File: src/rtl/async_fifo_rd_stream_if.sv
// Read-side bundle: async_fifo pop port plus the outgoing valid/ready stream.
// master = the drain stage, slave = the FIFO/downstream side.
interface async_fifo_rd_stream_if #(
  parameter int DSIZE = 32
);
  logic             rempty;
  logic [DSIZE-1:0] rdata;
  logic             rinc;
  logic             m_valid;
  logic             m_ready;
  logic [DSIZE-1:0] m_data;
  logic             m_last;

  modport master (
    input  rempty, rdata, m_ready,
    output rinc, m_valid, m_data, m_last
  );

  modport slave (
    output rempty, rdata, m_ready,
    input  rinc, m_valid, m_data, m_last
  );
endinterface

File: src/rtl/async_fifo_rd_stream.sv
// Drains async_fifo into a packetised valid/ready stream via a small skid buffer.
// rinc depends only on registered state and rempty, never on m_ready.
module async_fifo_rd_stream #(
  parameter int    DSIZE       = 32,
  parameter string FALLTHROUGH = "TRUE",
  parameter int    PKT_LEN     = 16,
  parameter int    CNT_W       = 16
) (
  input  logic                  rclk,
  input  logic                  rrst,
  async_fifo_rd_stream_if.master bus,
  output logic [CNT_W-1:0]      word_cnt
);

  localparam bit FT    = (FALLTHROUGH == "TRUE");
  localparam int DEPTH = FT ? 2 : 3;
  localparam int PW    = $clog2(DEPTH);
  localparam int BW    = (PKT_LEN > 1) ? $clog2(PKT_LEN) : 1;

  logic [DSIZE-1:0] r_mem [DEPTH];
  logic [PW-1:0]    r_wptr;
  logic [PW-1:0]    r_rptr;
  logic [1:0]       r_occ;
  logic             r_infl;
  logic [BW-1:0]    r_beat;
  logic [CNT_W-1:0] r_cnt;

  logic       w_rinc;
  logic       w_wr;
  logic       w_valid;
  logic       w_xfer;
  logic       w_beat_end;
  logic [2:0] w_used;

  function automatic logic [PW-1:0] f_nxt(input logic [PW-1:0] p);
    return (p == PW'(DEPTH - 1)) ? '0 : p + 1'b1;
  endfunction

  // Reserve a slot for every pop still in flight so a capture never overflows.
  assign w_used     = {1'b0, r_occ} + {2'b00, r_infl};
  assign w_rinc     = !rrst && !bus.rempty && (w_used < 3'(DEPTH));
  assign w_wr       = FT ? w_rinc : r_infl;
  assign w_valid    = (r_occ != 2'd0);
  assign w_xfer     = w_valid && bus.m_ready;
  assign w_beat_end = (r_beat == BW'(PKT_LEN - 1));

  assign bus.rinc    = w_rinc;
  assign bus.m_valid = w_valid;
  assign bus.m_data  = r_mem[r_rptr];
  assign bus.m_last  = w_valid && w_beat_end;
  assign word_cnt    = r_cnt;

  always_ff @(posedge rclk or posedge rrst) begin
    if (rrst) begin
      for (int i = 0; i < DEPTH; i++) r_mem[i] <= '0;
      r_wptr <= '0;
      r_rptr <= '0;
      r_occ  <= '0;
      r_infl <= 1'b0;
      r_beat <= '0;
      r_cnt  <= '0;
    end else begin
      r_infl <= FT ? 1'b0 : w_rinc;
      if (w_wr) begin
        r_mem[r_wptr] <= bus.rdata;
        r_wptr        <= f_nxt(r_wptr);
      end
      if (w_xfer) begin
        r_rptr <= f_nxt(r_rptr);
        r_beat <= w_beat_end ? '0 : r_beat + 1'b1;
        r_cnt  <= r_cnt + 1'b1;
      end
      unique case ({w_wr, w_xfer})
        2'b10:   r_occ <= r_occ + 2'd1;
        2'b01:   r_occ <= r_occ - 2'd1;
        default: r_occ <= r_occ;
      endcase
    end
  end

endmodule

File: src/flat_wrapper.sv
// flat-port wrapper written by rule: the top's interface ports become plain ports
module async_fifo_rd_stream_flat 
#(
  parameter int    DSIZE       = 32,
  parameter string FALLTHROUGH = "    ",
  parameter int    PKT_LEN     = 16,
  parameter int    CNT_W       = 16
)
  (rclk, rrst, word_cnt, bus_rempty, bus_rdata, bus_m_ready, bus_rinc, bus_m_valid, bus_m_data, bus_m_last);
  async_fifo_rd_stream_if #(.DSIZE(DSIZE)) bus_i ();
  input  logic rclk;
  input  logic rrst;
  output logic [CNT_W-1:0] word_cnt;
  input wire logic [$bits(bus_i.rempty)-1:0] bus_rempty;
  input wire logic [$bits(bus_i.rdata)-1:0] bus_rdata;
  input wire logic [$bits(bus_i.m_ready)-1:0] bus_m_ready;
  output wire logic [$bits(bus_i.rinc)-1:0] bus_rinc;
  output wire logic [$bits(bus_i.m_valid)-1:0] bus_m_valid;
  output wire logic [$bits(bus_i.m_data)-1:0] bus_m_data;
  output wire logic [$bits(bus_i.m_last)-1:0] bus_m_last;
  assign bus_i.rempty = bus_rempty;
  assign bus_i.rdata = bus_rdata;
  assign bus_i.m_ready = bus_m_ready;
  assign bus_rinc = bus_i.rinc;
  assign bus_m_valid = bus_i.m_valid;
  assign bus_m_data = bus_i.m_data;
  assign bus_m_last = bus_i.m_last;
  async_fifo_rd_stream #(.DSIZE(DSIZE), .FALLTHROUGH(FALLTHROUGH), .PKT_LEN(PKT_LEN), .CNT_W(CNT_W)) u_core (.rclk(rclk), .rrst(rrst), .bus(bus_i), .word_cnt(word_cnt));
endmodule
File: config.mk
export PLATFORM = sky130hd
export DESIGN_NAME = async_fifo_rd_stream_flat
export DESIGN_NICKNAME = d
export VERILOG_FILES = /design/src/rtl/async_fifo_rd_stream_if.sv /design/src/rtl/async_fifo_rd_stream.sv /design/src/flat_wrapper.sv
export SDC_FILE = /design/constraint.sdc
export NUM_CORES = 1
export LEC_CHECK = 0
export ABC_AREA = 1
export ABC_CLOCK_PERIOD_IN_PS = 5400
export CORE_MARGIN = 2
export CORE_UTILIZATION = 40
export CTS_BUF_LIST = sky130_fd_sc_hd__clkbuf_8
export DETAILED_ROUTE_END_ITERATION = 8
export REMOVE_ABC_BUFFERS = 1
export SYNTH_ARGS = -nofsm -noshare
export SYNTH_HDL_FRONTEND = slang
export SYNTH_SLANG_ARGS = --single-unit
File: constraint.sdc
create_clock -name rclk -period 5.4 [get_ports rclk]
set_input_delay 1.08 -clock rclk [delete_from_list [all_inputs] [get_ports rclk]]
set_output_delay 1.08 -clock rclk [all_outputs]
set_load 0.02 [all_outputs]
==> impl_metrics.py <==
metrics = {
    "logic_synthesis": {
        "yosys-top-cells-area": "dfrtp_1 (56%), nand2_1 (14%), o21ai_0 (9.3%)",
        "synth.distinct_cells": 25,
        "async_reset_ff_frac": 1.00,
        "synth_area_um2": 5470,
        "synth-main-ff-cell": "dfrtp_1",
        "yosysWarnings": 0,
        "yosysSeqAreaShare": 0.563,
        "synth_top_area_frac": 0.563,
        "synth.largest_area_cell": "dfrtp_1",
        "synth_edf_count": 0,
        "avgSynthCellArea_um2": 8.44,
        "syn_inst": 648,
        "yosys_register_bits": 123,
    },
    "die": {
        "core_um2": 13300,
        "fp.dieArea_um2": 14600,
        "rows": 42,
        "start_util": 0.411,
        "pin_count": 87,
        "die_y_um": 121,
        "dieWidth_um": 121,
    },
    "worst_hold_path": {
        "min_path_type": "register to register",
        "whs_path_depth": 2,
        "worstHoldStart": "u_core.r_mem[29]$_DFFE_PP0P_",
        "hold_end": "u_core.r_mem[29]$_DFFE_PP0P_",
    },
    "cts": {
        "insertion_delay_ps": 440,
        "numCtsBuffers": 17,
        "clkTransAtPathRegs_ps": 70,
        "htreeDepth": 4,
        "cts_tree": "built",
        "cts_max_path_buffers": 2,
        "cts-resized-gates": 0,
        "post_cts_buffers": 0,
        "root_buffer": "clkbuf_8",
        "cts_hold_buf": 0,
        "clock-sinks": 123,
    },
    "finish": {
        "instances_no_fill": 914,
        "postLayoutCellArea_um2": 6890,
        "n_antenna_cell": 0,
        "finish.utilization": 0.519,
        "nets": 767,
        "area_growth_pct": 26.0,
        "final_common_cell": "nand2_1",
        "final_cell_mix": "nand2_1 (197), dfrtp_1 (123), o21ai_0 (102), clkdlybuf4s50_1 (86), nand3_1 (75)",
        "drive_gt1_frac": 0.0678,
    },
    "sta": {
        "clock_skew_ps": 7.66,
        "hold_slack_ps": 485,
        "finalHoldViolCount": 0,
        "final-setup-viol-count": 0,
        "worstMarginPinSlew_ps": 678,
        "period_needed_ps": 3990,
        "slew_headroom": 0.547,
        "drv_slew": 0,
        "setup_ws_ps": 1410,
        "fmax_mhz": 250,
        "period_share": 0.739,
        "tns_ps": 0,
        "rsz0062_at_grt": "false",
    },
    "global_route": {
        "grt_pass1_vias": 4504,
        "grt_pass1_wl_mm": 21.8,
        "track_usage": 0.190,
        "gr-usage-met2": 0.311,
        "antenna_found_initial": 0,
        "use_met1": 0.245,
        "grt_busiest_layer": "met2",
        "overflow": 0,
        "grt_max_degree": 66,
        "grt_util_met3": 0.0423,
    },
    "power": {
        "peakVddDrop_mv": 0.344,
        "power_density_nw_per_um2": 630,
        "power_mw": 4.34,
        "p_leak_nw": 3.35,
    },
    "placed_design": {
        "dpl.cell_count": 883,
        "placed_area_um2": 6460,
        "dp_slack_ps": 1820,
        "place_congestion": 0.732,
        "port_buffers": 86,
        "hpwl_mm": 7.89,
    },
    "drt": {
        "via_per_inst": 4.89,
        "wl_per_cell_um": 14.0,
        "first_pass_iters": 8,
        "drt_iter0_markers": 277,
        "wirelength_mm": 12.8,
        "drcViolationCount": 0,
        "ant_nets": 0,
        "vias": 4469,
    },
    "worst_setup_path": {
        "timing.reg2reg.setup_slack_ps": 3760,
        "worst-endpoint-arrival_ps": 2910,
        "worstSetupEndpointType": "output pin",
        "timing.rr.start": "u_core.r_occ[0]$_DFFE_PP0P_",
        "slowest_delay_ps": 620,
        "path_max_fanout": 35,
        "worstPathRequired_ps": 4320,
        "worstReg2RegEnd": "u_core.r_occ[1]$_DFFE_PP0P_",
        "critPathLaunchType": "register",
        "path_cells": "inv_2 > nand2_1 > inv_2 > nand2_1 > nand3_1 > clkdlybuf4s50_1",
        "ff2ff_path_depth": 6,
        "path_class": "register to output pin",
        "cp_slowest_cell": "clkdlybuf4s50_1",
    },
    "run": {
        "drv_cap": 0,
    },
    "outcome": {
        "status": "complete, no violations",
    },
}
[cell type report]
cell class / instances / area [um2]
fill: 1271 / 6400
sequential: 123 / 3080
multi-input combinational: 429 / 2020
timing repair buffer: 93 / 913
clock buffer: 23 / 317
inverter: 62 / 235
tap: 176 / 220
clock inverter: 8 / 114
[kinds of logic (layout without fill, tap and decap cells)]
family / after synthesis / after routing / synth area share
flops: 123 / 123 / 0.563
fa+ha+maj: 5 / 5 / 0.0114
compound gates: 111 / 111 / 0.102
buf+inv: 96 / 186 / 0.0705
simple gates: 301 / 301 / 0.234
xor+xnor: 12 / 12 / 0.0192
[metal layers]
| metal | vias up | wire (um) |
|---|---|---|
| li1 | 2232 | - |
| met1 | 2113 | 5900 |
| met2 | 108 | 6170 |
| met3 | 16 | 544 |
| met4 | 0 | 173 |
| met5 | - | 0 |
[where the power goes]
group | total, mW | internal (mW) | switching (mW)
clock network | 0.866 | 0.523 | 0.342
logic | 1.88 | 0.789 | 1.09
registers | 1.59 | 1.35 | 0.249
total | 4.34 | 2.66 | 1.68
[flip-flops by register name, indices dropped and copies added, names as in the netlist]
register         flops
u_core.r_occ         2
u_core.r_infl        1
u_core.word_cnt     16
u_core.r_beat        4
u_core.r_wptr        2
u_core.r_mem        96
u_core.r_rptr        2
[worst max path at each step]
stage	start	end	slack, ps	cells past startpoint
after floorplan	rrst	u_core.r_beat[0]$_DFFE_PP0P_	1050	1
after global placement	u_core.r_rptr[1]$_DFFE_PP0P_	bus_m_data[12]	1880	6
after detailed placement	u_core.r_rptr[1]$_DFFE_PP0P_	bus_m_data[21]	1820	6
after CTS	u_core.r_rptr[1]$_DFFE_PP0P_	bus_m_data[21]	1320	6
after global routing	u_core.r_rptr[1]$_DFFE_PP0P_	bus_m_data[4]	1170	6
final	u_core.r_rptr[1]$_DFFE_PP0P_	bus_m_data[9]	1410	6
[worst max-delay path, delay by kind of cell (launching register included)]
family | cells | cell delay (ps)
buf+inv | 3 | 1650
flops | 1 | 380
simple gates | 3 | 410
[Yosys cell counts (3+ instances only)]
library cell and count:
ha_1 5, nand2_1 197, dfrtp_1 123, nor2_2 3
xnor2_1 6, nand3_1 77, inv_1 60, o21ai_1 5
nor2_1 14, buf_2 17, nor3_1 3, xor2_1 6
clkbuf_1 16, o21ai_0 102, a21oi_1 3
Note: power is estimated with default switching activity, not from simulation.
